===== src/rtl/contadores_pkg.sv =====
// rtl/contadores_pkg.sv - shared types and saturating adder for the counter RAM
package contadores_pkg;

    localparam int MAX_ADDR_W = 16;
    localparam int MAX_CNT_W  = 32;
    localparam logic [MAX_CNT_W:0] SUM_ONE = 1;

    typedef enum logic {SWEEP, IDLE} state_t;

    typedef struct packed {
        logic                  valid;
        logic [MAX_ADDR_W-1:0] addr;
        logic [MAX_CNT_W-1:0]  step;
        logic                  clr;
        logic                  inc;
        logic                  rd;
    } op_t;

    typedef struct packed {
        logic [MAX_CNT_W-1:0] result;
        logic                 ovf;
    } add_t;

    // Sum is one bit wider than the counter so the carry out is the overflow.
    function automatic add_t sat_add(input logic [MAX_CNT_W-1:0] old_val,
                                     input logic [MAX_CNT_W-1:0] step_val,
                                     input int unsigned          cnt_w,
                                     input logic                 saturate);
        logic [MAX_CNT_W:0] sum;
        logic [MAX_CNT_W:0] lim;
        logic [MAX_CNT_W:0] wrapped;
        add_t               r;
        sum     = {1'b0, old_val} + {1'b0, step_val};
        lim     = (SUM_ONE << cnt_w) - SUM_ONE;
        wrapped = sum & lim;
        r.ovf   = (sum > lim);
        if (r.ovf && saturate)
            r.result = lim[MAX_CNT_W-1:0];
        else
            r.result = wrapped[MAX_CNT_W-1:0];
        return r;
    endfunction

endpackage


===== src/rtl/ram_sdp.sv =====
// rtl/ram_sdp.sv - simple dual-port RAM, synchronous read, no read-during-write ordering
module ram_sdp #(
    parameter int ADDR_W = 6,
    parameter int CNT_W  = 4
) (
    input  logic              clk,
    input  logic              we,
    input  logic [ADDR_W-1:0] waddr,
    input  logic [CNT_W-1:0]  wdata,
    input  logic [ADDR_W-1:0] raddr,
    output logic [CNT_W-1:0]  rdata
);

    logic [CNT_W-1:0] mem [2**ADDR_W];

    always_ff @(posedge clk) begin
        if (we)
            mem[waddr] <= wdata;
        rdata <= mem[raddr];
    end

endmodule


===== src/rtl/contadores_ram_sat.sv =====
// rtl/contadores_ram_sat.sv - RAM counter bank with step, saturation, forwarding and clear sweep
module contadores_ram_sat
    import contadores_pkg::*;
#(
    parameter int ADDR_W   = 6,
    parameter int CNT_W    = 4,
    parameter bit SATURATE = 1'b1
) (
    input  logic              clk,
    input  logic              gen_reset,
    input  logic              write_enable,
    input  logic [ADDR_W-1:0] adress,
    input  logic [CNT_W-1:0]  step,
    input  logic              count_reset,
    input  logic              count_read,
    input  logic              clear_all,
    output logic              busy,
    output logic [CNT_W-1:0]  count_out,
    output logic              count_valid,
    output logic              overflow
);

    localparam logic [ADDR_W-1:0] LAST_ADDR = '1;

    state_t                state;
    logic [ADDR_W-1:0]     sweep_ptr;
    op_t                   req;
    op_t                   s1;
    logic                  s2_wr;
    logic [MAX_ADDR_W-1:0] s2_addr;
    logic [MAX_CNT_W-1:0]  s2_data;
    logic [MAX_CNT_W-1:0]  old_val;
    logic [MAX_CNT_W-1:0]  new_val;
    add_t                  add_res;
    logic                  op_ovf;
    logic                  op_wr;
    logic                  ram_we;
    logic [ADDR_W-1:0]     ram_waddr;
    logic [CNT_W-1:0]      ram_wdata;
    logic [CNT_W-1:0]      ram_rdata;

    // A request coinciding with clear_all is dropped so the sweep owns the write port.
    always_comb begin
        req                   = '0;
        req.valid             = !busy && !clear_all &&
                                (write_enable || count_reset || count_read);
        req.addr[ADDR_W-1:0]  = adress;
        req.step[CNT_W-1:0]   = step;
        req.clr               = count_reset;
        req.inc               = write_enable;
        req.rd                = count_read;
    end

    // The RAM may return stale data for the address written on the same edge.
    always_comb begin
        old_val              = '0;
        old_val[CNT_W-1:0]   = ram_rdata;
        if (s2_wr && (s2_addr == s1.addr))
            old_val = s2_data;
        add_res = sat_add(old_val, s1.step, CNT_W, SATURATE);
        if (s1.clr)
            new_val = '0;
        else if (s1.inc)
            new_val = add_res.result;
        else
            new_val = old_val;
        op_ovf = !s1.clr && s1.inc && add_res.ovf;
        op_wr  = s1.valid && (s1.clr || s1.inc);
    end

    always_comb begin
        ram_we    = (state == SWEEP) || op_wr;
        ram_waddr = (state == SWEEP) ? sweep_ptr : s1.addr[ADDR_W-1:0];
        ram_wdata = (state == SWEEP) ? '0 : new_val[CNT_W-1:0];
    end

    ram_sdp #(
        .ADDR_W (ADDR_W),
        .CNT_W  (CNT_W)
    ) u_ram (
        .clk   (clk),
        .we    (ram_we),
        .waddr (ram_waddr),
        .wdata (ram_wdata),
        .raddr (adress),
        .rdata (ram_rdata)
    );

    always_ff @(posedge clk or posedge gen_reset) begin
        if (gen_reset) begin
            state     <= SWEEP;
            sweep_ptr <= '0;
            busy      <= 1'b1;
        end else begin
            case (state)
                SWEEP: begin
                    if (sweep_ptr == LAST_ADDR) begin
                        state     <= IDLE;
                        busy      <= 1'b0;
                        sweep_ptr <= '0;
                    end else begin
                        sweep_ptr <= sweep_ptr + 1'b1;
                    end
                end
                IDLE: begin
                    if (clear_all) begin
                        state     <= SWEEP;
                        busy      <= 1'b1;
                        sweep_ptr <= '0;
                    end
                end
                default: begin
                    state <= SWEEP;
                    busy  <= 1'b1;
                end
            endcase
        end
    end

    always_ff @(posedge clk or posedge gen_reset) begin
        if (gen_reset) begin
            s1          <= '0;
            s2_wr       <= 1'b0;
            s2_addr     <= '0;
            s2_data     <= '0;
            count_out   <= '0;
            count_valid <= 1'b0;
            overflow    <= 1'b0;
        end else begin
            s1          <= req;
            s2_wr       <= op_wr;
            if (op_wr) begin
                s2_addr <= s1.addr;
                s2_data <= new_val;
            end
            count_valid <= s1.valid && s1.rd;
            overflow    <= s1.valid && op_ovf;
            if (s1.valid && s1.rd)
                count_out <= new_val[CNT_W-1:0];
        end
    end

endmodule

===== config.mk =====
export PLATFORM = sky130hd
export DESIGN_NAME = contadores_ram_sat
export DESIGN_NICKNAME = d
export VERILOG_FILES = /design/src/rtl/contadores_pkg.sv /design/src/rtl/ram_sdp.sv /design/src/rtl/contadores_ram_sat.sv
export SDC_FILE = /design/constraint.sdc
export NUM_CORES = 1
export LEC_CHECK = 0
export CORE_ASPECT_RATIO = 1.75
export CORE_MARGIN = 4
export CORE_UTILIZATION = 60
export DETAILED_ROUTE_END_ITERATION = 16
export PLACE_DENSITY_LB_ADDON = 0.15
export SLEW_MARGIN = 30
export SYNTH_ARGS = -nofsm -noshare
export SYNTH_HDL_FRONTEND = slang
export SYNTH_SLANG_ARGS = --single-unit

===== constraint.sdc =====
create_clock -name clk -period 9.38 [get_ports clk]
set_clock_uncertainty 0.15 [all_clocks]
set_input_delay 1.876 -clock clk [delete_from_list [all_inputs] [get_ports clk]]
set_output_delay 1.876 -clock clk [all_outputs]
set_load 0.005 [all_outputs]

==> results of run 1 <==
-- stage by stage --
| step | setup WS, ns | util |
|---|---|---|
| final | 3.97 | 0.676 |
| after global routing | 3.65 | 0.676 |
| after CTS | 3.74 | 0.674 |
| after detailed placement | 3.76 | 0.633 |
| after global placement | 3.90 | 0.632 |
| after floorplan | 4.32 | - |
-- per-layer routing --
metal | vias to the layer above | GRT usage | share of wire
li1 | 3387 | - | -
met1 | 3959 | 0.281 | 0.32
met2 | 343 | 0.477 | 0.58
met3 | 101 | 0.0305 | 0.050
met4 | 0 | 0.106 | 0.049
met5 | - | 0 | 0
-- final cells by class --
type                            instances  area share
Tap cell                              300      0.0244
Sequential cell                       327       0.615
Multi-Input combinational cell        471       0.275
Timing Repair Buffer                   30      0.0191
Clock buffer                           30      0.0475
Inverter                               20     0.00488
Clock inverter                         23      0.0144
-- sequential cells by signal, indices dropped and copies added (netlist names) --
signal and count:
overflow 1, u_ram.rdata 4, state 1, busy 1, count_valid 1, s1 14, s2_addr 6, s2_data 32
s2_wr 1, count_out 4, u_ram.mem 256, sweep_ptr 6
-- cell usage in the layout, fill, tap and decap left out, types with 4 or more instances in the layout --
cell               n
a21oi_1           10
a311oi_1           4
a31oi_1            7
a32o_1             4
and2_1            27
and3_1             6
and3b_4            4
buf_4              8
clkbuf_16         29
clkdlybuf4s50_1   20
clkinv_1           4
clkinv_2           4
clkinvlp_4         6
dfrtp_1           66
dfxtp_1            4
edfxtp_1         256
ha_1               5
inv_1             19
mux2i_1            6
mux4_2            84
nand2_1           57
nand2b_1           9
nand3_1           18
nand4_1            9
nor2_1            98
nor2b_1            5
nor3_1             8
nor4_1             7
o21ai_0           19
o31ai_1            6
o32a_1             4
o32ai_1            4
or3_1              4
xnor2_1            6
xor2_1             6
-- where the power goes --
| part | total, mW | leakage (nW) | internal, mW | switching [mW] |
|---|---|---|---|---|
| registers | 1.73 | 3.18 | 1.67 | 0.0646 |
| logic | 0.480 | 1.50 | 0.170 | 0.310 |
| clock network | 1.18 | 0.447 | 0.655 | 0.527 |
| total | 3.40 | 5.13 | 2.49 | 0.902 |
-- kinds of logic after synthesis --
logic type               share of synthesized area
adder cells (fa/ha/maj)                    0.00594
XOR/XNOR                                   0.00872
AND/OR/NAND/NOR                             0.0990
buffers and inverters                       0.0181
flip-flops                                   0.679
AO/OA/AOI/OAI                               0.0481
multiplexers                                 0.141
-- final timing paths --
kind,endpoint,slack [ns],cells after the start
worst min-delay path,s2_addr[1]$_DFFE_PP0P_,0.36,2
max in group asynchronous,busy$_DFFE_PP1P_,6.97,4
worst max-delay path,u_ram.mem[30][3]$_DFFE_PP_,3.97,16
worst min register to register,s2_addr[1]$_DFFE_PP0P_,0.36,2
worst max register to register,u_ram.mem[30][3]$_DFFE_PP_,3.97,16
min in group asynchronous,s1[4]$_DFF_PP0_,1.51,3
-- worst min-delay path: stages, from the launching register on --
cell and delay, ns:
dfrtp_1 0.36, nand2_1 0.06, nand2_1 0.06
==> run summary, run 1 <==
Crit-path max cell delay = 0.57 ns
Yosys warnings = 0
Total setup buffers inserted after CTS = 0
Synthesized Nets = 878
Top Ports = 23
Total power = 3.40 mW
Post-synth top area cell = edfxtp_1
Hold_buf cts = 0
Final min period = 5.41 ns
GRT overflow = 0
Footprint of the multi-input gates = 4230 um^2
Final antenna-violating net count = 0
PostCTS Resize Cnt = 0
Hold/Removal Path Class = flip-flop to flip-flop
Routed length per instance = 26.0 um
Fin Setup TNS = 0 ns
Final Max Tran Viols = 0
Final WL = 31300 um
Max clock buf depth = 3
Clk slew on worst S/H paths = 0.07 ns
DR pass1 iterations = 8
Rel. slew slack = 0.374
Maximum clock frequency = 185 MHz
FF-to-FF Start = s1[35]$_DFF_PP0_
Initial drt markers = 844
Post-synth cell types = 72
Synthesis-stage register bit count = 327
Number of diodes = 0
Clk Tree Root Cell = clkbuf_16
Slowest-stage cell, CP = o41ai_4
Synth top area share = 0.553
Post-synth EDFFs = 256
Initial antenna violation count = 0
Die width = 123 um
Crit path max fanout = 64
Delay-heaviest family, CP = simple AND/OR/NAND/NOR gates
Total number of vias = 7790
Final period utilization = 0.577
Dpl cell area = 14400 um^2
Num Clock Sinks = 327
Placed cells = 1147
Mapped Area = 13900 um^2
Final Hold Fails = 0
Startpoint Class = flip-flop
Post-Layout Cell Count = 1201
Leak Pwr = 5.13 nW
Max-cap violations = 0
Pin count of the biggest net entering global routing = 68
Synth area leaders = edfxtp_1, mux4_2, dfrtp_1, nor2_1, nand2_1
Post-synth top cells = edfxtp_1, nor2_1, mux4_2
CP Buf/Inv Count = 2
Core region area = 22700 um^2
Worst vdd ir = 0.235 mV
Worst-margin pin slew = 0.937 ns
Prevailing post-synth register cell = edfxtp_1
Nets@finish = 901
Final HPWL DP = 21500 um
Status = complete, no violations
CP startpoint = s1[35]$_DFF_PP0_
HP Start = s2_addr[1]$_DFFE_PP0P_
CTS tree = built
Drt via density = 6.49
RePlAce Congestion = 0.954
Htree depth = 1
RSZ-0062 raised after global routing = false
Final setup vio count = 0
TritonCTS buffer count = 29
First-pass GRT wire length = 47900 um
Async SR Flop Fraction = 0.205
Design Area, Final = 15400 um^2
I/O Buffers = 22
CP Class = flip-flop to flip-flop
Syn Area/Cell = 16.3 um^2
Initial Util = 0.612
Required time worst endpoint = 9.42 ns
DIE AREA = 25800 um^2
CP arrival = 5.46 ns
Most common cell in the netlist = edfxtp_1
Clock latency on the worst-skew pair = 0.55 ns
FP Rows = 73
Register area = 9450 um^2
Fill cells = 1526
Vias in the first global route = 8073
Register area share after synthesis = 0.679
Die span in y = 209 um
Cell mode on critical path = nor2_1
Layout area overhead = 10.5%
DRC Markers = 0
Critical Path Sink Type = flip-flop
Syn Inst Count = 856
WHS = 0.356 ns
Worst-path cell chain = xor2_1, or3_1, nor2_1, buf_4, mux2i_1, inv_1, ha_1, fa_1, a211oi_2, nor2_1, and2_1, a311oi_1, a31oi_1, o41ai_4, nand4_1, and3b_4
Power per cell area = 221 nW/um^2
GR Util All Layers = 0.252
Share of cells above drive strength 1 = 0.188
(Power assumes the default switching activity.)
==> run 2, diff against run 1 <==
clock period = 5.6 ns   (was 9.38 ns; I/O delays follow)
==> run summary, run 2 (same netlist as run 1, synthesis figures left out) <==
Status = complete, no violations
Setup WS pre-CTS = 0.314 ns (-3.45 ns)
Max clock buf depth = 3 (unchanged)
DIE AREA = 25800 um^2 (unchanged)
Final HPWL DP = 21600 um (+0.32%)
CTS tree = built
Core region area = 22700 um^2 (unchanged)
Crit-path max cell delay = 0.50 ns (-0.07 ns)
Num Clock Sinks = 327 (unchanged)
Footprint of the multi-input gates = 4220 um^2 (-0.24%)
Clk Tree Root Cell = clkbuf_16
Fin Setup TNS = 0 ns (unchanged)
Die span in y = 209 um (unchanged)
Htree depth = 1 (unchanged)
Final min period = 5.27 ns (-0.148 ns)
Placed cells = 1153 (+0.52%)
Worst-path cell chain = xor2_1, or3_1, nor2_1, buf_4, mux2i_1, inv_1, fa_1, a211oi_2, nor2_1, and2_1, a311oi_1, a31oi_1, o41ai_4, buf_4, nand4_1, and3b_2, buf_12
Register area = 9450 um^2 (unchanged)
Final Hold Fails = 0 (unchanged)
Total power = 5.82 mW (+71%)
Initial Util = 0.612 (unchanged)
Final period utilization = 0.940 (+0.363)
Regs by FF count = u_ram.mem: 256 flops, s2_data: 32 flops, s1: 14 flops
HP Start = s2_addr[5]$_DFFE_PP0P_
Final WS setup = 0.334 ns (-3.63 ns)
Die width = 123 um (unchanged)
Worst vdd ir = 0.300 mV (+28%)
Design Area, Final = 15500 um^2 (+0.96%)
Final Max Tran Viols = 0 (unchanged)
Critical Path Sink Type = flip-flop
Startpoint Class = flip-flop
Final antenna-violating net count = 0 (unchanged)
Most frequent cells in the layout = edfxtp_1, nor2_1, mux4_2, dfrtp_1, nand2_1
Post-Layout Cell Count = 1205 (+0.33%)
Clock latency on the worst-skew pair = 0.55 ns (about the same)
DR pass1 iterations = 5 (-3)
Final WL = 31700 um (+1.3%)
FF-to-FF Start = s1[40]$_DFF_PP0_
Hold_buf cts = 0 (unchanged)
GRT overflow = 0 (unchanged)
Hold depth = 2 (unchanged)
TritonCTS buffer count = 28 (-3.4%)
First-pass GRT wire length = 49300 um (+3.0%)
Delay-heaviest family, CP = simple AND/OR/NAND/NOR gates
Reg2Reg Capture Point = u_ram.mem[8][3]$_DFFE_PP_
Initial antenna violation count = 0 (unchanged)
Most common cell after layout, fill and taps aside = edfxtp_1
Hold/Removal Path Class = flip-flop to flip-flop
DRC Markers = 0 (unchanged)
Max-cap violations = 0 (unchanged)
GR Util All Layers = 0.257 (+0.00472)
Final setup vio count = 0 (unchanged)
Nets@finish = 906 (+0.55%)
Worst reg2reg path depth = 17 (+1)
CP Buf/Inv Count = 4 (+2)
Routed length per instance = 26.3 um (+0.95%)
Number of diodes = 0 (unchanged)
Required time worst endpoint = 5.72 ns (-3.70 ns)
CP Class = flip-flop to flip-flop
Share of cells above drive strength 1 = 0.189 (+0.00138)
Max FFs per register = 256 (unchanged)
Maximum clock frequency = 190 MHz (+2.8%)
Layout area overhead = 11.5%
Crit path max fanout = 45 (-30%)
Most flop-heavy register = u_ram.mem
FP Rows = 73 (unchanged)
Fill cells = 1460 (-4.3%)
Leak Pwr = 5.23 nW (+2.1%)
Power per cell area = 375 nW/um^2 (+70%)
RePlAce Congestion = 0.999 (+4.7%)
Initial drt markers = 729 (-14%)
Vias in the first global route = 8231 (+2.0%)
Worst Hold End = s2_addr[5]$_DFFE_PP0P_
Worst-margin pin slew = 1.01 ns (+0.0726 ns)
R2R setup slack = 0.33 ns (-3.63 ns)
CP arrival = 5.38 ns (-0.08 ns)
Pin count of the biggest net entering global routing = 65 (-4.4%)
Dpl cell area = 14500 um^2 (+0.71%)
Slowest-stage cell, CP = fa_1
Rel. slew slack = 0.325 (-0.0486)
Drt via density = 6.48 (-0.15%)
Top Ports = 23 (unchanged)
Clk slew on worst S/H paths = 0.07 ns (about the same)
Total number of vias = 7804 (+0.18%)
I/O Buffers = 22 (unchanged)
[run 2: worst max path at each step]
stage	slack (ns)	endpoint	startpoint	cells past startpoint
2_1_floorplan	0.54	u_ram.mem[0][1]$_DFFE_PP_	s1[35]$_DFF_PP0_	16
3_3_place_gp	0.48	u_ram.mem[0][3]$_DFFE_PP_	s1[35]$_DFF_PP0_	16
3_5_place_dp	0.31	u_ram.mem[30][3]$_DFFE_PP_	s1[40]$_DFF_PP0_	16
4_1_cts	0.29	u_ram.mem[9][3]$_DFFE_PP_	s1[40]$_DFF_PP0_	16
5_1_grt	-0.001	u_ram.mem[8][3]$_DFFE_PP_	s1[40]$_DFF_PP0_	17
6_report	0.33	u_ram.mem[8][3]$_DFFE_PP_	s1[40]$_DFF_PP0_	17
[run 2: report_power, final]
part / internal, mW / total (mW) / leakage [nW] / switching, mW
Combinational: 0.285 / 0.794 / 1.56 / 0.509
Sequential: 2.80 / 2.91 / 3.18 / 0.116
Clock: 1.28 / 2.11 / 0.500 / 0.837
Total: 4.36 / 5.82 / 5.23 / 1.46
[run 2: metrics by stage]
step                hold WS (ns)  utilization
global route               0.392        0.682
CTS                        0.351        0.682
global placement           0.328        0.637
floorplan                  0.315            -
detailed placement         0.333        0.637
finish                     0.351        0.682
[run 2: area by class of cell]
type,count,area share
tap,300,0.0242
multi-input combinational,471,0.272
inverter,20,0.00492
sequential,327,0.609
timing repair buffer,36,0.0245
clock buffer,38,0.0515
clock inverter,13,0.0142
[run 2: worst reg2reg max path: cells and delay by family, from the launching register on]
kind                       cells  cell delay, ns
xor gates and xnor gates       1            0.21
and+or+nand+nor                6            1.49
AOI/OAI and AO/OA              4            1.13
adders and majority gates      1            0.50
DFF                            1            0.41
muxes                          1            0.26
buffers and inverters          4            0.79
[run 2: repair_timing]
action,CTS,global route
setup endpoints to repair,0,45
setup buffers,0,1
gates resized for setup,0,0
[run 2: per-layer routing]
layer,vias up,share of wire,GRT usage,wire length [um]
met5,-,0,0,0
li1,3398,-,-,-
met1,4007,0.33,0.290,10600
met2,297,0.57,0.478,18000
met3,102,0.046,0.0348,1470
met4,0,0.052,0.110,1640
